$ cat config.mk
export PLATFORM = sky130hd
export DESIGN_NAME = fp16_normalizer
export DESIGN_NICKNAME = d
export VERILOG_FILES = /design/src/rtl/fp16_normalizer.sv
export SDC_FILE = /design/constraint.sdc
export NUM_CORES = 1
export LEC_CHECK = 0
export CORE_MARGIN = 4
export CORE_UTILIZATION = 33
export CTS_CLUSTER_SIZE = 28
export DETAILED_ROUTE_END_ITERATION = 10
export MAX_ROUTING_LAYER = met4
export SYNTH_ARGS = -nofsm -noshare
export SYNTH_HDL_FRONTEND = slang
export SYNTH_SLANG_ARGS = --single-unit
$ cat constraint.sdc
create_clock -name clk -period 3.1 [get_ports clk]
set_input_delay 0.62 -clock clk [delete_from_list [all_inputs] [get_ports clk]]
set_output_delay 0.62 -clock clk [all_outputs]
set_load 0.03 [all_outputs]
$ cat src/rtl/fp16_normalizer.sv
// fp16_normalizer: converts a block-fixed-point accumulator sum and shared exponent into binary16,
// normalizing one bit per cycle behind valid/ready handshakes.
module fp16_normalizer #(
    parameter int ACC_W = 24
) (
    input  logic             clk,
    input  logic             rst_n,
    input  logic             in_valid,
    output logic             in_ready,
    input  logic [ACC_W-1:0] sum,
    input  logic [4:0]       exp_shared,
    output logic             out_valid,
    input  logic             out_ready,
    output logic [15:0]      out_data,
    output logic             out_ovf,
    output logic             out_inexact
);
    localparam logic [1:0] IDLE  = 2'd0;
    localparam logic [1:0] NORM  = 2'd1;
    localparam logic [1:0] ROUND = 2'd2;
    localparam logic [1:0] DONE  = 2'd3;

    logic [1:0]        state_q, state_d;
    logic              sign_q, sign_d;
    logic [ACC_W-1:0]  mag_q, mag_d;
    logic signed [7:0] e_q, e_d;
    logic              guard_q, guard_d;
    logic              sticky_q, sticky_d;
    logic [15:0]       out_data_q, out_data_d;
    logic              out_ovf_q, out_ovf_d;
    logic              out_inexact_q, out_inexact_d;

    logic              rnd_inc, is_zero, ovf;
    logic [11:0]       m_r;
    logic [10:0]       m_f;
    logic signed [7:0] e_f;

    // Rounding operates on the 11-bit significand left by NORM; a carry out renormalizes.
    assign rnd_inc = guard_q & (sticky_q | mag_q[0]);
    assign m_r     = {1'b0, mag_q[10:0]} + {11'd0, rnd_inc};
    assign m_f     = m_r[11] ? 11'h400 : m_r[10:0];
    assign e_f     = e_q + (m_r[11] ? 8'sd1 : 8'sd0);
    assign ovf     = e_f >= 8'sd31;
    assign is_zero = mag_q == '0;

    always_comb begin
        state_d       = state_q;
        sign_d        = sign_q;
        mag_d         = mag_q;
        e_d           = e_q;
        guard_d       = guard_q;
        sticky_d      = sticky_q;
        out_data_d    = out_data_q;
        out_ovf_d     = out_ovf_q;
        out_inexact_d = out_inexact_q;
        case (state_q)
            IDLE: if (in_valid) begin
                sign_d   = sum[ACC_W-1];
                mag_d    = sum[ACC_W-1] ? -sum : sum;
                e_d      = {3'd0, exp_shared};
                guard_d  = 1'b0;
                sticky_d = 1'b0;
                state_d  = NORM;
            end
            NORM: if (is_zero) begin
                state_d = ROUND;
            end else if (mag_q >= ACC_W'(2048) || e_q < 8'sd1) begin
                sticky_d = sticky_q | guard_q;
                guard_d  = mag_q[0];
                mag_d    = mag_q >> 1;
                e_d      = e_q + 8'sd1;
            end else if (mag_q < ACC_W'(1024) && e_q > 8'sd1) begin
                mag_d = mag_q << 1;
                e_d   = e_q - 8'sd1;
            end else begin
                state_d = ROUND;
            end
            ROUND: begin
                mag_d         = ACC_W'(m_f);
                e_d           = e_f;
                out_data_d    = is_zero ? 16'h0000 :
                                ovf     ? {sign_q, 5'h1F, 10'h000} :
                                          {sign_q, m_f[10] ? e_f[4:0] : 5'd0, m_f[9:0]};
                out_ovf_d     = !is_zero & ovf;
                out_inexact_d = !is_zero & (ovf | guard_q | sticky_q);
                state_d       = DONE;
            end
            default: if (out_ready) state_d = IDLE;
        endcase
    end

    always_ff @(posedge clk) begin
        if (!rst_n) begin
            state_q       <= IDLE;
            sign_q        <= 1'b0;
            mag_q         <= '0;
            e_q           <= '0;
            guard_q       <= 1'b0;
            sticky_q      <= 1'b0;
            out_data_q    <= '0;
            out_ovf_q     <= 1'b0;
            out_inexact_q <= 1'b0;
        end else begin
            state_q       <= state_d;
            sign_q        <= sign_d;
            mag_q         <= mag_d;
            e_q           <= e_d;
            guard_q       <= guard_d;
            sticky_q      <= sticky_d;
            out_data_q    <= out_data_d;
            out_ovf_q     <= out_ovf_d;
            out_inexact_q <= out_inexact_d;
        end
    end

    assign in_ready    = rst_n && state_q == IDLE;
    assign out_valid   = state_q == DONE;
    assign out_data    = out_data_q;
    assign out_ovf     = out_ovf_q;
    assign out_inexact = out_inexact_q;
endmodule

==> results of run 1 <==
[power groups by stage]
stage	clock, mW	sequential (mW)	combinational [mW]
after floorplan	0	1.01	1.53
after global placement	0	1.03	2.25
after detailed placement	0	1.04	2.28
after CTS	0.572	1.02	2.29
after global routing	0.598	1.06	2.57
final	0.559	1.03	2.35
[routing by layer]
layer | GRT usage, % | part of all wire [%] | vias to the layer above
met5 | - | 0 | -
met4 | 8.79 | 3.5 | 0
met3 | 3.37 | 7.0 | 32
met2 | 30.5 | 46 | 188
met1 | 24.3 | 44 | 1937
li1 | - | - | 2036
[worst max-delay path by stage]
| stage | from | endpoint | slack, ns | depth (start not counted) |
|---|---|---|---|---|
| 6_report | mag_q[0] | out_ovf | 0.12 | 15 |
| 5_1_grt | mag_q[0] | out_data[14] | -0.008 | 15 |
| 4_1_cts | mag_q[0] | out_data[5] | 0.03 | 13 |
| 3_5_place_dp | mag_q[0] | out_data[5] | -0.35 | 13 |
| 3_3_place_gp | mag_q[0] | out_data[1] | -0.21 | 13 |
| 2_1_floorplan | mag_q[0] | out_data[0] | 0.09 | 12 |
[worst max-delay path: stages, from the launching register on]
cell and delay, ns:
sky130_fd_sc_hd__dfxtp_4 0.36, sky130_fd_sc_hd__o21a_1 0.16, sky130_fd_sc_hd__ha_4 0.18, sky130_fd_sc_hd__nand3_4 0.09, sky130_fd_sc_hd__nor4_4 0.28, sky130_fd_sc_hd__buf_4 0.15, sky130_fd_sc_hd__ha_2 0.17, sky130_fd_sc_hd__ha_2 0.18
sky130_fd_sc_hd__buf_4 0.11, sky130_fd_sc_hd__xnor2_1 0.07, sky130_fd_sc_hd__or3_4 0.39, sky130_fd_sc_hd__a31oi_4 0.25, sky130_fd_sc_hd__buf_6 0.13, sky130_fd_sc_hd__and3_1 0.17, sky130_fd_sc_hd__buf_6 0.13, sky130_fd_sc_hd__o21a_1 0.12
[sequential cells by signal (all words and copies together) (netlist names), 2 cells and up]
signal and cells:
out_data 16, state_q 2, e_q 8, mag_q 24
[per-stage QoR]
step	power (mW)	instance area [um^2]	setup TNS, ns	util, %
after floorplan	2.55	3890	0	-
after global placement	3.28	4870	-1.93	42.5
after detailed placement	3.31	4870	-3.39	42.5
after CTS	3.88	5030	0	43.8
after global routing	4.23	5130	-0.0226	44.7
final	3.94	5130	0	44.7
[placed cells by master (no fill, tap or decap), types with 8 or more instances in the layout]
cell                               n
sky130_fd_sc_hd__buf_4            60
sky130_fd_sc_hd__dfxtp_1          52
sky130_fd_sc_hd__clkdlybuf4s50_1  51
sky130_fd_sc_hd__nand2_1          37
sky130_fd_sc_hd__nor2_1           34
sky130_fd_sc_hd__o21ai_0          30
sky130_fd_sc_hd__xnor2_1          27
sky130_fd_sc_hd__nand3_1          26
sky130_fd_sc_hd__a21oi_1          25
sky130_fd_sc_hd__nor3_1           15
sky130_fd_sc_hd__inv_1            14
sky130_fd_sc_hd__o31ai_1          12
sky130_fd_sc_hd__o211ai_1         10
sky130_fd_sc_hd__ha_1             10
sky130_fd_sc_hd__or3_1             9
sky130_fd_sc_hd__o21a_1            9
sky130_fd_sc_hd__a31oi_1           8
[final cells by class]
class                   instances  area (um^2)
flip-flops and latches         55         1110
clock buffers                   7          133
clock inverters                 1         5.00
inverters                      15         56.3
repair buffers                113          983
fillers                      1129         6340
well taps                     143          179
multi-input cells             385         2660
[cell families (layout without fill, tap and decap cells)]
kind of cell | Yosys count | in the layout | share of synthesized area [%]
multiplexers | 7 | 7 | 1.93
AO/OA/AOI/OAI | 162 | 162 | 30.0
buffers and inverters | 57 | 136 | 5.72
adder cells (fa/ha/maj) | 13 | 13 | 4.18
AND/OR/NAND/NOR | 167 | 167 | 21.8
XOR/XNOR | 36 | 36 | 8.10
flip-flops | 55 | 55 | 28.3
[repair_timing]
action | 4_1_cts | 5_1_grt
hold buffers | 0 | 0
setup endpoints to repair | 16 | 17
buffers inserted | 0 | 1
hold endpoints to repair | 0 | 0
pin swaps | 1 | 5
gates resized for setup | 3 | 19
==> flow_results.org, run 1 <==
** Outcome
- The run finished with clean final reports.

** Routing
- Detailed routing inserted a total of 4193 vias.
- Antenna Violating Nets Remaining :: 0
- After the first detailed-routing iteration, the DRC count stood at 281.
- Wires add up to 12.6 mm.
- Count of TritonRoute iterations in the first routing pass :: 5
- Average via count per standard cell :: 5.83
- Post-detailed-route DRC marker count :: 0
- Detail-routed net length per standard cell :: 17.6 um

** Clock tree
- Clock tree from TritonCTS :: built
- Clock-pin slew was measured on the worst setup and hold paths at 0.07 ns.
- The longest clock path from root to sink contains 2 buffers.
- The tree is rooted in a sky130_fd_sc_hd__clkbuf_16.
- For the worst-skew pair, the clock arrives at the later sink with an insertion delay of 0.30 ns.
- TritonCTS Sinks :: 55
- CTS H-tree depth :: 2
- Total clock buffers created by CTS :: 5

** Min path
- Counting instances, the worst hold path has a depth of 1.
- The startpoint identified for the worst hold timing path is out_data[5].
- Worst hold path endpoint :: out_data[5]
- Path type of the worst min-delay path :: reg2reg

** Synth
- In this run the biggest area consumer among cell types represents 28.3% of the synthesized area.
- Number of synthesized flops with an enable pin :: 0
- Of all cell types, the one taking the most synthesized area is sky130_fd_sc_hd__dfxtp_1.
- A synthesized cell averages 7.83 um^2.
- After synthesis, the share of flip-flops with an asynchronous set or reset is 0%.
- The synthesized design contains 55 register bits.
- Seq/Total Area, Yosys :: 28.3%
- Cells taking the most area after synthesis :: sky130_fd_sc_hd__dfxtp_1, sky130_fd_sc_hd__xnor2_1, sky130_fd_sc_hd__ha_1
- Post-synthesis cell area :: 3890 um^2
- Net count of the mapped netlist :: 543
- For this run, the leading register cell type out of synthesis is sky130_fd_sc_hd__dfxtp_1.
- Gate count after technology mapping :: 497
- For this run, the number of Yosys warnings is 0.
- In this run, distinct cell masters in the synthesized netlist total 58.
- Leading post-synthesis cells by instance count :: sky130_fd_sc_hd__dfxtp_1, sky130_fd_sc_hd__nand2_1, sky130_fd_sc_hd__nor2_1, sky130_fd_sc_hd__clkbuf_1, sky130_fd_sc_hd__o21ai_0
- By instance count, the leading cell after synthesis is sky130_fd_sc_hd__dfxtp_1.

** GRT
- Entering global routing, the biggest net connects 34 pins.
- The number of global-route vias before repair was 4068.
- The initial antenna violation count is 0.
- Total track usage :: 19.4%
- The first global-routing pass estimated 20.4 mm of wire.
- For this run the aggregate overflow at the end of global routing stands at 0.

** Floorplanning
- Starting density of the core :: 33.9%
- In this run the vertical extent of the chip is 117 um.
- Die width :: 117 um
- The core region is 11500 um^2.
- Ports placed on the boundary :: 53
- In this run the core area contains 39 standard-cell rows.
- The floorplan step defined a die boundary enclosing 13600 um^2.

** Placement
- Detailed-placement wirelength estimate :: 9.35 mm
- Global placer's final weighted congestion :: 0.937
- Number of port buffers :: 52
- Post-Place Setup Slack :: -0.352 ns
- Once placement completed, the tool counted placed cells totaling 710.

** Cells and area
- The number of antenna diodes in the final layout is 0.
- Layout cells sized above 1 :: 16.5%
- Once layout is complete, the cells apart from fillers number 719.
- Relative to the synthesized area, the layout overhead comes to 31.8%.
- Nets :: 621

** Critical path
- Along the worst path, the maximum fanout reaches 6.
- The endpoint identified for the worst register-to-register timing path is out_ovf.
- The worst setup path is captured at a flop.
- Critical path launch point type :: flop
- By startpoint and endpoint, the worst setup path is classified as reg2reg.
- STA puts the critical path data required time at 3.35 ns.
- Data arrives at the worst endpoint at 3.23 ns.
- Across all register-to-register paths, the minimum setup slack is 0.12 ns.
- Worst Reg2Reg Path Length in Cells :: 15
- Critical register-to-register path startpoint :: mag_q[0]

** Timing
- Count of endpoints failing setup in the final report :: 0
- For the pin with the worst max-slew slack, the measured transition is 0.831 ns.
- Clock skew on the completed layout was measured at 0.00667 ns.
- On the final layout, the worst hold slack is 0.471 ns.
- Final number of max-transition violations :: 0
- Once routing completed, OpenROAD measured the worst setup slack at 0.116 ns.
- Final critical-path share of the clock period :: 96.3%
- Final number of hold-violating endpoints :: 0
- Measured against its own limit, the worst slew margin works out to 43.9%.
- Static timing analysis puts the maximum clock frequency at 335 MHz.
- For the finished layout, the period the worst path requires is 2.98 ns.

** Pwr
- Largest vdd supply drop :: 407 uV
- In this run the static leakage power is 1.82 nW.
- Summed over all nets, the switching power comes to 1.88 mW.
- Internal power contribution :: 2.06 mW
- Proportion of total power due to net switching :: 47.6%
- Power spread over the standard cell area amounts to 769 nW/um^2.
- Flop pwr share :: 26.3%
- The clock network burns 14.2% of the power.
- Combinational share of power :: 59.6%

** Flow run
- Maximum capacitance violations :: 0
No activity file was read; power rests on OpenSTA's default activity.
==> run 2, diff against run 1 <==
- PLACE_DENSITY_LB_ADDON: default -> 0.05
==> flow_results.org, run 2 (synthesis results as in run 1) <==
** Critical path
- Critical path peak fanout :: 5
- The number of buffers and inverters on the critical path is 3.
- STA classifies the critical path startpoint as a flop.
- Dominant cell type by count on the critical path :: sky130_fd_sc_hd__buf_4
- Worst Reg2Reg Path Length in Cells :: 14
- Among cell families on the critical path, the largest total delay comes from simple AND/OR/NAND/NOR gates.
- Worst path required time :: 3.30 ns
- Sequence of cells on the critical path :: o21a_1 > ha_4 > nand3_4 > nor4_4 > buf_4 > ha_4 > ha_2 > xnor2_1 > or3_1 > a31oi_1 > buf_4 > nor3_2 > buf_4 > a32o_1
- On the critical path, the stage with the largest delay is an instance of sky130_fd_sc_hd__or3_1.
- For this run, the slowest stage of the critical path takes 0.37 ns.
- For the worst setup path, the data arrival time is 3.11 ns.
- Stages on the worst setup path :: 14
- Critical setup path kind :: reg2reg
- The worst setup path is captured at a flop.

** Routing
- Total number of vias :: 4201
- Antenna Violating Nets Remaining :: 0
- Post-detailed-route DRC marker count :: 0
- Wire length reported by the detailed router :: 13.2 mm
- Initial DRC count :: 226
- Before antenna repair, the detailed router went through 4 iterations.
- Average via count per standard cell :: 5.78
- After detailed routing, the average wire length per cell comes to 18.1 um.

** Floorplanning
- Ports placed on the boundary :: 53
- Die width :: 117 um
- The floorplan has 39 rows.
- Once the floorplan was initialized, standard cells occupied 33.9% of the core.
- From bottom edge to top edge, the die measures 117 um.
- Area of the core region :: 11500 um^2
- Area of the die :: 13600 um^2

** Cells and area
- Flip-flop count of the largest register after layout :: 24
- FF+latch area :: 1110 um^2
- Layout Area Growth over Synthesis :: 33.1%
- The repair_antennas step left the layout with diodes totalling 0.
- Counting flops per register, the top entry is mag_q.
- Most common cell after layout, fill and taps aside :: sky130_fd_sc_hd__buf_4
- The final layout contains 629 nets.
- Layout cells sized above 1 :: 17.5%
- Finished Cell Area :: 5180 um^2
- After filler insertion, the fill cell instance count of the layout stands at 1159.
- Leading cell types in the layout, fill and taps excluded :: sky130_fd_sc_hd__buf_4, sky130_fd_sc_hd__dfxtp_1, sky130_fd_sc_hd__clkdlybuf4s50_1
- The multi-input combinational cells in the finished layout cover a total of 2650 um^2.

** Pwr
- Registers are responsible for 24.8% of the overall power.
- Proportion of total power due to net switching :: 47.5%
- Cell internal power was estimated by the tool at 2.14 mW.
- Combinational share of power :: 60.9%
- Reported net switching power :: 1.94 mW
- Tot Pwr :: 4.07 mW
- Clock group share of total power :: 14.2%
- Power density normalized to cell area :: 787 nW/um^2
- Largest vdd supply drop :: 374 uV
- Static Leak :: 1.86 nW

** Timing
- Setup repair after global routing left no endpoint under its margin.
- Worst Max-Slew Pin Slew :: 0.845 ns
- The count of final max-slew check failures is 0.
- Relative slew slack :: 42.9%
- The final hold violation count is 0.
- Setup total negative slack on the finished layout was measured at 0 ns.
- Final critical delay including setup and external delays :: 2.91 ns
- Setup slack after layout :: 0.186 ns
- Setup violations remaining at the end of the flow were counted as 0.
- Maximum achievable frequency :: 343 MHz
- Hold timing on the final database bottoms out at a slack of 0.463 ns.
- Maximum clock skew at final layout :: 0.00564 ns
- The worst path uses 94.0% of the clock period.

** Clock tree
- Deepest clock path buffer count :: 2
- For the worst-skew pair, the clock arrives at the later sink with an insertion delay of 0.31 ns.
- Hold_buf cts :: 0
- Clock-pin slew was measured on the worst setup and hold paths at 0.07 ns.
- CTS placed an instance of sky130_fd_sc_hd__clkbuf_16 at the clock tree root.
- Clock tree from TritonCTS :: built
- The H-tree was split into 2 levels.
- TritonCTS Sinks :: 55
- Counting the buffers created by CTS gives 5.

** Flow run
- Maximum capacitance violations :: 0

** GRT
- The first global-routing pass estimated 21.3 mm of wire.
- Entering global routing, the biggest net connects 31 pins.
- Global routing used 20.7% of the available tracks across all layers.
- Summed over all layers, the global routing overflow is 0.
- Antenna violations before repair :: 0
- Via count of the first global-routing pass :: 3949

** Min path
- Path type of the worst min-delay path :: reg2reg
- Counting instances, the worst hold path has a depth of 2.

** Placement
- Summing all placed instances gives a cell area of 4940 um^2.
- OpenSTA, run right after detailed placement, puts the worst setup slack at -0.0366 ns.
- Global placer's final weighted congestion :: 0.879
- Detailed-placement wirelength estimate :: 9.86 mm
- Port buffering added 52 buffers.

** Outcome
- Outcome :: finished, final reports clean
-- run 2: layer usage --
| metal | track usage (%) | routed length, um | up-vias |
|---|---|---|---|
| met2 | 31.8 | 5940 | 163 |
| met3 | 4.30 | 926 | 11 |
| met1 | 28.4 | 6180 | 1983 |
| met5 | - | 0 | - |
| met4 | 4.05 | 145 | 0 |
| li1 | - | - | 2044 |
-- run 2: path summary, 6_finish.rpt --
check | start | to | slack (ns)
min reg2reg | sign_q | sign_q | 0.46
max reg2reg | mag_q[0] | out_data[8] | 0.19
min | sign_q | sign_q | 0.46
max | mag_q[0] | out_data[8] | 0.19
-- run 2: per-stage QoR --
| stage | util (%) | std cells |
|---|---|---|
| 2_1_floorplan | - | 497 |
| 3_3_place_gp | 43.1 | 717 |
| 3_5_place_dp | 43.1 | 717 |
| 4_1_cts | 44.3 | 725 |
| 5_1_grt | 45.2 | 727 |
| 6_report | 45.2 | 727 |
-- run 2: layout make-up --
type,count,share of cell area [%]
repair buffers,121,20.2
flip-flops and latches,55,21.4
clock buffers,6,2.49
inverters,15,1.09
multi-input cells,385,51.2
clock inverters,2,0.242
well taps,143,3.45
-- run 2: power groups by stage --
stage | Combinational [mW] | Clock [mW] | Sequential (mW)
after global placement | 2.46 | 0 | 1.01
final | 2.48 | 0.580 | 1.01
after global routing | 2.75 | 0.619 | 1.03
after CTS | 2.44 | 0.595 | 0.999
after floorplan | 1.53 | 0 | 1.01
after detailed placement | 2.43 | 0 | 1.01
-- run 2: what timing repair did --
item	CTS	global route
buffers inserted	0	1
gates cloned	0	1
gates resized for setup	1	17
endpoints found under the setup margin	12	17
pin swaps	0	5
-- run 2: tightest hold or removal path, stage by stage (launching register included) --
cell,delay [ns]
sky130_fd_sc_hd__dfxtp_1,0.32
sky130_fd_sc_hd__nand2_1,0.05
sky130_fd_sc_hd__a21oi_1,0.05
